**config.mk**
```make
export PLATFORM = sky130hd
export DESIGN_NAME = mul_div_unit_flat
export DESIGN_NICKNAME = d
export VERILOG_FILES = /design/src/rtl/mul_div_unit_if.sv /design/src/rtl/mul_div_unit.sv /design/src/flat_wrapper.sv
export SDC_FILE = /design/constraint.sdc
export NUM_CORES = 1
export LEC_CHECK = 0
export BUFFER_PORTS_ARGS = -buffer_cell sky130_fd_sc_hd__buf_4
export CORE_UTILIZATION = 47
export DETAILED_ROUTE_END_ITERATION = 7
export GPL_ROUTABILITY_DRIVEN = 0
export PLACE_DENSITY = 0.68
export SLEW_MARGIN = 5
export SYNTH_ARGS = -nofsm -noshare
export SYNTH_HDL_FRONTEND = slang
export SYNTH_SLANG_ARGS = --single-unit
export TNS_END_PERCENT = 5
```
**constraint.sdc**
```tcl
create_clock -name clk -period 7.7 [get_ports clk]
set_input_delay 0.385 -clock clk [delete_from_list [all_inputs] [get_ports clk]]
set_output_delay 0.385 -clock clk [all_outputs]
set_load 0.01 [all_outputs]
```
**src/rtl/mul_div_unit_if.sv**
```systemverilog
// Handshake and data bundle between the execute stage and mul_div_unit.
// The execute stage drives the master side; the unit implements the slave side.
interface mul_div_unit_if #(
    parameter int WIDTH = 32
);
    logic             start;
    logic [1:0]       op;
    logic [WIDTH-1:0] a;
    logic [WIDTH-1:0] b;
    logic             mthi;
    logic             mtlo;
    logic [WIDTH-1:0] wdata;
    logic             busy;
    logic             done;
    logic [WIDTH-1:0] hi;
    logic [WIDTH-1:0] lo;

    modport master (
        output start, op, a, b, mthi, mtlo, wdata,
        input  busy, done, hi, lo
    );

    modport slave (
        input  start, op, a, b, mthi, mtlo, wdata,
        output busy, done, hi, lo
    );
endinterface

```
**src/rtl/mul_div_unit.sv**
```systemverilog
// Iterative MULT/MULTU/DIV/DIVU unit with architectural HI/LO and MTHI/MTLO writes.
// Define MUL_DIV_UNIT_DIV_EN to build the restoring divider; without it divide ops complete as no-ops.
module mul_div_unit #(
    parameter int WIDTH = 32,
    parameter int CNT_W = $clog2(WIDTH + 1)
) (
    input  logic          clk,
    input  logic          rst_n,
    mul_div_unit_if.slave bus
);

    typedef enum logic [1:0] {
        IDLE = 2'd0,
        RUN  = 2'd1,
        FIX  = 2'd2
    } state_t;

    state_t               state_q, state_d;
    logic [CNT_W-1:0]     cnt_q, cnt_d;
    logic                 is_div_q, is_div_d;
    logic                 neg_q, neg_d;
    logic [2*WIDTH-1:0]   acc_q, acc_d;
    logic [WIDTH-1:0]     opb_q, opb_d;
    logic [WIDTH-1:0]     hi_q, hi_d;
    logic [WIDTH-1:0]     lo_q, lo_d;
    logic                 done_q, done_d;

    logic                 a_neg, b_neg;
    logic [WIDTH-1:0]     a_mag, b_mag;
    logic [WIDTH:0]       mul_sum;
    logic [2*WIDTH-1:0]   mul_next;
    logic [2*WIDTH-1:0]   prod_fix;

`ifdef MUL_DIV_UNIT_DIV_EN
    logic                 rneg_q, rneg_d;
    logic                 div0_q, div0_d;
    logic [WIDTH-1:0]     araw_q, araw_d;
    logic [WIDTH:0]       rem_sh;
    logic [WIDTH:0]       diff;
    logic                 qbit;
    logic [2*WIDTH-1:0]   div_next;
    logic [WIDTH-1:0]     quo_fix, rem_fix;
`endif

    // Signed ops iterate on magnitudes; the most-negative value maps to 2^(WIDTH-1) unsigned.
    assign a_neg = ~bus.op[0] & bus.a[WIDTH-1];
    assign b_neg = ~bus.op[0] & bus.b[WIDTH-1];
    assign a_mag = a_neg ? -bus.a : bus.a;
    assign b_mag = b_neg ? -bus.b : bus.b;

    // acc = {partial product, remaining multiplier bits}, shifted right once per step.
    assign mul_sum  = {1'b0, acc_q[2*WIDTH-1:WIDTH]} + (acc_q[0] ? {1'b0, opb_q} : '0);
    assign mul_next = {mul_sum, acc_q[WIDTH-1:1]};
    assign prod_fix = neg_q ? -acc_q : acc_q;

`ifdef MUL_DIV_UNIT_DIV_EN
    // acc = {partial remainder, dividend bits turning into quotient bits}.
    assign rem_sh   = {acc_q[2*WIDTH-1:WIDTH], acc_q[WIDTH-1]};
    assign diff     = rem_sh - {1'b0, opb_q};
    assign qbit     = ~diff[WIDTH];
    assign div_next = {(qbit ? diff[WIDTH-1:0] : rem_sh[WIDTH-1:0]), acc_q[WIDTH-2:0], qbit};
    assign quo_fix  = neg_q  ? -acc_q[WIDTH-1:0]       : acc_q[WIDTH-1:0];
    assign rem_fix  = rneg_q ? -acc_q[2*WIDTH-1:WIDTH] : acc_q[2*WIDTH-1:WIDTH];
`endif

    always_ff @(posedge clk or negedge rst_n) begin
        if (!rst_n) begin
            state_q  <= IDLE;
            cnt_q    <= '0;
            is_div_q <= 1'b0;
            neg_q    <= 1'b0;
            acc_q    <= '0;
            opb_q    <= '0;
            hi_q     <= '0;
            lo_q     <= '0;
            done_q   <= 1'b0;
`ifdef MUL_DIV_UNIT_DIV_EN
            rneg_q   <= 1'b0;
            div0_q   <= 1'b0;
            araw_q   <= '0;
`endif
        end else begin
            state_q  <= state_d;
            cnt_q    <= cnt_d;
            is_div_q <= is_div_d;
            neg_q    <= neg_d;
            acc_q    <= acc_d;
            opb_q    <= opb_d;
            hi_q     <= hi_d;
            lo_q     <= lo_d;
            done_q   <= done_d;
`ifdef MUL_DIV_UNIT_DIV_EN
            rneg_q   <= rneg_d;
            div0_q   <= div0_d;
            araw_q   <= araw_d;
`endif
        end
    end

    always_comb begin
        state_d  = state_q;
        cnt_d    = cnt_q;
        is_div_d = is_div_q;
        neg_d    = neg_q;
        acc_d    = acc_q;
        opb_d    = opb_q;
        hi_d     = hi_q;
        lo_d     = lo_q;
        done_d   = 1'b0;
`ifdef MUL_DIV_UNIT_DIV_EN
        rneg_d   = rneg_q;
        div0_d   = div0_q;
        araw_d   = araw_q;
`endif

        case (state_q)
            IDLE: begin
                if (bus.start) begin
                    is_div_d = bus.op[1];
                    neg_d    = a_neg ^ b_neg;
                    acc_d    = {{WIDTH{1'b0}}, a_mag};
                    opb_d    = b_mag;
                    cnt_d    = CNT_W'(WIDTH);
                    state_d  = RUN;
`ifdef MUL_DIV_UNIT_DIV_EN
                    rneg_d   = a_neg;
                    div0_d   = (bus.b == '0);
                    araw_d   = bus.a;
`else
                    if (bus.op[1]) begin
                        state_d = FIX;
                    end
`endif
                end else begin
                    // A start in the same cycle takes priority over HI/LO moves.
                    if (bus.mthi) begin
                        hi_d = bus.wdata;
                    end
                    if (bus.mtlo) begin
                        lo_d = bus.wdata;
                    end
                end
            end

            RUN: begin
                cnt_d = cnt_q - CNT_W'(1);
                acc_d = mul_next;
`ifdef MUL_DIV_UNIT_DIV_EN
                if (is_div_q) begin
                    acc_d = div_next;
                end
`endif
                if (cnt_q == CNT_W'(1)) begin
                    state_d = FIX;
                end
            end

            FIX: begin
                done_d  = 1'b1;
                state_d = IDLE;
`ifdef MUL_DIV_UNIT_DIV_EN
                if (is_div_q) begin
                    if (div0_q) begin
                        hi_d = araw_q;
                        lo_d = '1;
                    end else begin
                        hi_d = rem_fix;
                        lo_d = quo_fix;
                    end
                end else begin
                    {hi_d, lo_d} = prod_fix;
                end
`else
                if (!is_div_q) begin
                    {hi_d, lo_d} = prod_fix;
                end
`endif
            end

            default: begin
                state_d = IDLE;
            end
        endcase
    end

    assign bus.busy = (state_q != IDLE);
    assign bus.done = done_q;
    assign bus.hi   = hi_q;
    assign bus.lo   = lo_q;

endmodule
```
**src/flat_wrapper.sv**
```systemverilog
// flat-port wrapper written by rule: the top's interface ports become plain ports
module mul_div_unit_flat 
#(
    parameter int WIDTH = 32,
    parameter int CNT_W = $clog2(WIDTH + 1)
)
  (clk, rst_n, bus_start, bus_op, bus_a, bus_b, bus_mthi, bus_mtlo, bus_wdata, bus_busy, bus_done, bus_hi, bus_lo);
  mul_div_unit_if #(.WIDTH(WIDTH)) bus_i ();
  input  logic clk;
  input  logic rst_n;
  input wire logic [$bits(bus_i.start)-1:0] bus_start;
  input wire logic [$bits(bus_i.op)-1:0] bus_op;
  input wire logic [$bits(bus_i.a)-1:0] bus_a;
  input wire logic [$bits(bus_i.b)-1:0] bus_b;
  input wire logic [$bits(bus_i.mthi)-1:0] bus_mthi;
  input wire logic [$bits(bus_i.mtlo)-1:0] bus_mtlo;
  input wire logic [$bits(bus_i.wdata)-1:0] bus_wdata;
  output wire logic [$bits(bus_i.busy)-1:0] bus_busy;
  output wire logic [$bits(bus_i.done)-1:0] bus_done;
  output wire logic [$bits(bus_i.hi)-1:0] bus_hi;
  output wire logic [$bits(bus_i.lo)-1:0] bus_lo;
  assign bus_i.start = bus_start;
  assign bus_i.op = bus_op;
  assign bus_i.a = bus_a;
  assign bus_i.b = bus_b;
  assign bus_i.mthi = bus_mthi;
  assign bus_i.mtlo = bus_mtlo;
  assign bus_i.wdata = bus_wdata;
  assign bus_busy = bus_i.busy;
  assign bus_done = bus_i.done;
  assign bus_hi = bus_i.hi;
  assign bus_lo = bus_i.lo;
  mul_div_unit #(.WIDTH(WIDTH), .CNT_W(CNT_W)) u_core (.clk(clk), .rst_n(rst_n), .bus(bus_i));
endmodule
```
==> results.yml <==
sta:
  rsz0062_at_grt: "false"
  worst_slew_pin_slew_ns: 1.12
  fin_setup_tns_ns: 0
  hold_slack_ns: 0.0131
  layout_setup_ws_ns: 3.97
  slew_headroom_pct: 25.1
  finalCriticalPeriod_ns: 3.73
  max_freq_mhz: 268
  final-setup-viol-count: 0
  post-route-period-util_pct: 48.4
  timing_hold_violations_final: 0
  slew_violations: 0
  finClkSkew_ns: 0.0102
finish:
  stdcell_area_um2: 13700
  multi_input_area_um2: 6900
  final_cell_mix: "nand2_1 (177), buf_4 (177), dfrtp_1 (171)"
  fillCellCount: 2240
  finalNonFillerCells: 1828
  nets: 1632
  syn2layout_area_growth_pct: 17.9
  drive_gt1_share_pct: 16.3
  seqCellArea_um2: 4280
  antenna_cells_inserted: 0
die:
  dieArea_um2: 25300
  core_um2: 24200
  die_w_um: 159
  initial_core_util_pct: 47.8
  die_y_um: 159
  core.rowCount: 57
  io-pin-count: 169
hold_path:
  hold_path.class: "primary input to asynchronous set/reset pin"
clock_tree:
  max-clock-path-buffers: 2
  cts_resized: 0
  clk_transition_reported_paths_ns: 0.07
  hold_buffers: 0
  ctsHtreeMaxLevel: 4
  worstSkewPairLatency_ns: 0.44
  cts_tree: "yes"
  cts_post_setup_buffers_inserted: 0
  cts_sinks: 171
  cts_buffers: 17
  clockRootBuffer: "clkbuf_16"
route:
  viasPerCell: 5.88
  detail-route-antenna-nets: 0
  wl_per_cell_um: 18.8
  drc: 0
  drt_first_pass_iters: 7
  drt_iter0_markers: 900
  routed_wl_mm: 34.4
  num_vias: 10800
power:
  p_leak_uw: 0.00585
  ir_drop_v: 0.000186
  powerDensity_nw_per_um2: 397
worst_setup_path:
  path_class: "register to register"
  cp_data_required_time_ns: 8.07
  rr_worst_depth: 12
  reg2reg_from: "u_core.acc_q[0]"
  cp_slowest_stage_delay_ns: 1.03
  reg2reg_slack_ns: 3.97
  r2r_end: "u_core.acc_q[61]"
  slowest_stage: "dfrtp_1"
  critical_path_arrival_ns: 4.10
  startpoint_type: "register"
  end_kind: "register"
  path_cells: "and2_1 -> ha_1 -> inv_1 -> fa_1 -> nand2b_1 -> a21oi_1 -> o31a_1 -> nand3_1 -> a21oi_1 -> o211ai_1 -> or4_1 -> nand3_1"
  critPathMaxFanout: 38
  setup.worst_path.start: "u_core.acc_q[0]"
yosys:
  async_flop_share_pct: 100
  seq_area_frac_synth_pct: 37.0
  synth_area_leaders: "dfrtp_1 (37%), xor2_1 (6.0%), nand2_1 (5.8%)"
  syn_inst: 1377
  synth-seq-cells: 171
  synth_top_cell_by_area: "dfrtp_1"
  ys_warn_count: 0
  syn_area_um2: 11600
  synth.avg_cell_area_um2: 8.41
  synth_edf_count: 0
  yosys_most_used_dff: "dfrtp_1"
  ys_types: 70
  syn_nets: 1518
  synth_top_area_share_pct: 37.0
placement:
  dpl.cell_count: 1796
  io_buffers: 168
  place_ws_ns: 4.01
  placed_cell_area_um2: 13000
  dpl.hpwl_mm: 26.1
global_routing:
  first_global_vias: 10100
  grt_pass1_wl_mm: 54.8
  grtUsageTotal_pct: 27.3
  overflow: 0
  grt_max_degree: 104
  antenna_found_initial: 0
job:
  drv_cap: 0
outcome:
  outcome: "finished clean"
==> cells in the mapped netlist, types with 18 or more instances <==
master      n
ha_1       37
nand2_1   178
and2_1     34
xnor2_1    65
a21oi_1    82
a21o_1     20
a22oi_1    22
o22ai_1    33
clkbuf_1   74
o31ai_1    56
nor2_1    128
inv_1      27
dfrtp_1   171
xor2_1     79
o21ai_0   132
nor3_1     24
nand3_1    18
==> registers in the layout, summed over array words and instances, names as in the netlist <==
name             flops
u_core.cnt_q         6
u_core.opb_q        32
u_core.bus.hi       32
u_core.bus.done      1
u_core.neg_q         1
u_core.bus.lo       32
u_core.is_div_q      1
u_core.acc_q        64
u_core.state_q       2
==> cells by family after synthesis <==
family | Yosys count | share of synthesized area, %
AO/OA/AOI/OAI | 434 | 24.0
XOR/XNOR | 144 | 10.9
adder cells (fa/ha/maj) | 38 | 4.17
buffers and inverters | 112 | 3.74
flip-flops | 171 | 37.0
multiplexers | 9 | 0.810
AND/OR/NAND/NOR | 469 | 19.4
==> layout make-up <==
class / count / share of cell area [%]
Inverter: 29 / 0.797
Clock inverter: 14 / 1.35
Tap cell: 324 / 2.97
Sequential cell: 171 / 31.3
Clock buffer: 18 / 3.22
Multi-Input combinational cell: 1094 / 50.5
Timing Repair Buffer: 178 / 9.82
==> power breakdown <==
part / internal [uW] / total, uW / leakage (uW) / switching (uW)
Sequential: 1310 / 1830 / 0.00209 / 524
Clock: 528 / 918 / 0.000298 / 391
Combinational: 1130 / 2670 / 0.00346 / 1530
Total: 2970 / 5420 / 0.00585 / 2450
==> metrics by stage <==
stage,total power (uW),utilization [%]
after floorplan,3530,-
after global placement,4400,53.7
after global routing,5800,56.3
final,5420,56.3
after detailed placement,4470,53.7
after CTS,5390,56.3
==> worst max-delay path by stage <==
stage	cells past startpoint	endpoint	slack (ns)
2_1_floorplan	14	u_core.acc_q[61]	4.64
3_3_place_gp	12	u_core.acc_q[61]	4.13
3_5_place_dp	12	u_core.acc_q[61]	4.01
4_1_cts	12	u_core.acc_q[61]	4.00
5_1_grt	10	u_core.acc_q[60]	3.59
6_report	12	u_core.acc_q[61]	3.97
==> critical path, delay by kind of cell (launching register included) <==
family	cells	cell delay (ns)
AND/OR/NAND/NOR	5	1.08
adder cells (fa/ha/maj)	2	0.56
buffers and inverters	1	0.05
AO/OA/AOI/OAI	4	0.92
flip-flops	1	1.03
==> layer usage <==
metal | vias to the layer above | track usage (%) | routed length, um
met3 | 54 | 4.35 | 2280
met4 | 0 | 11.0 | 1060
met1 | 5103 | 40.5 | 16400
met2 | 416 | 39.5 | 14600
li1 | 5183 | - | -
met5 | - | 0 | 0
(Power assumes the default switching activity.)
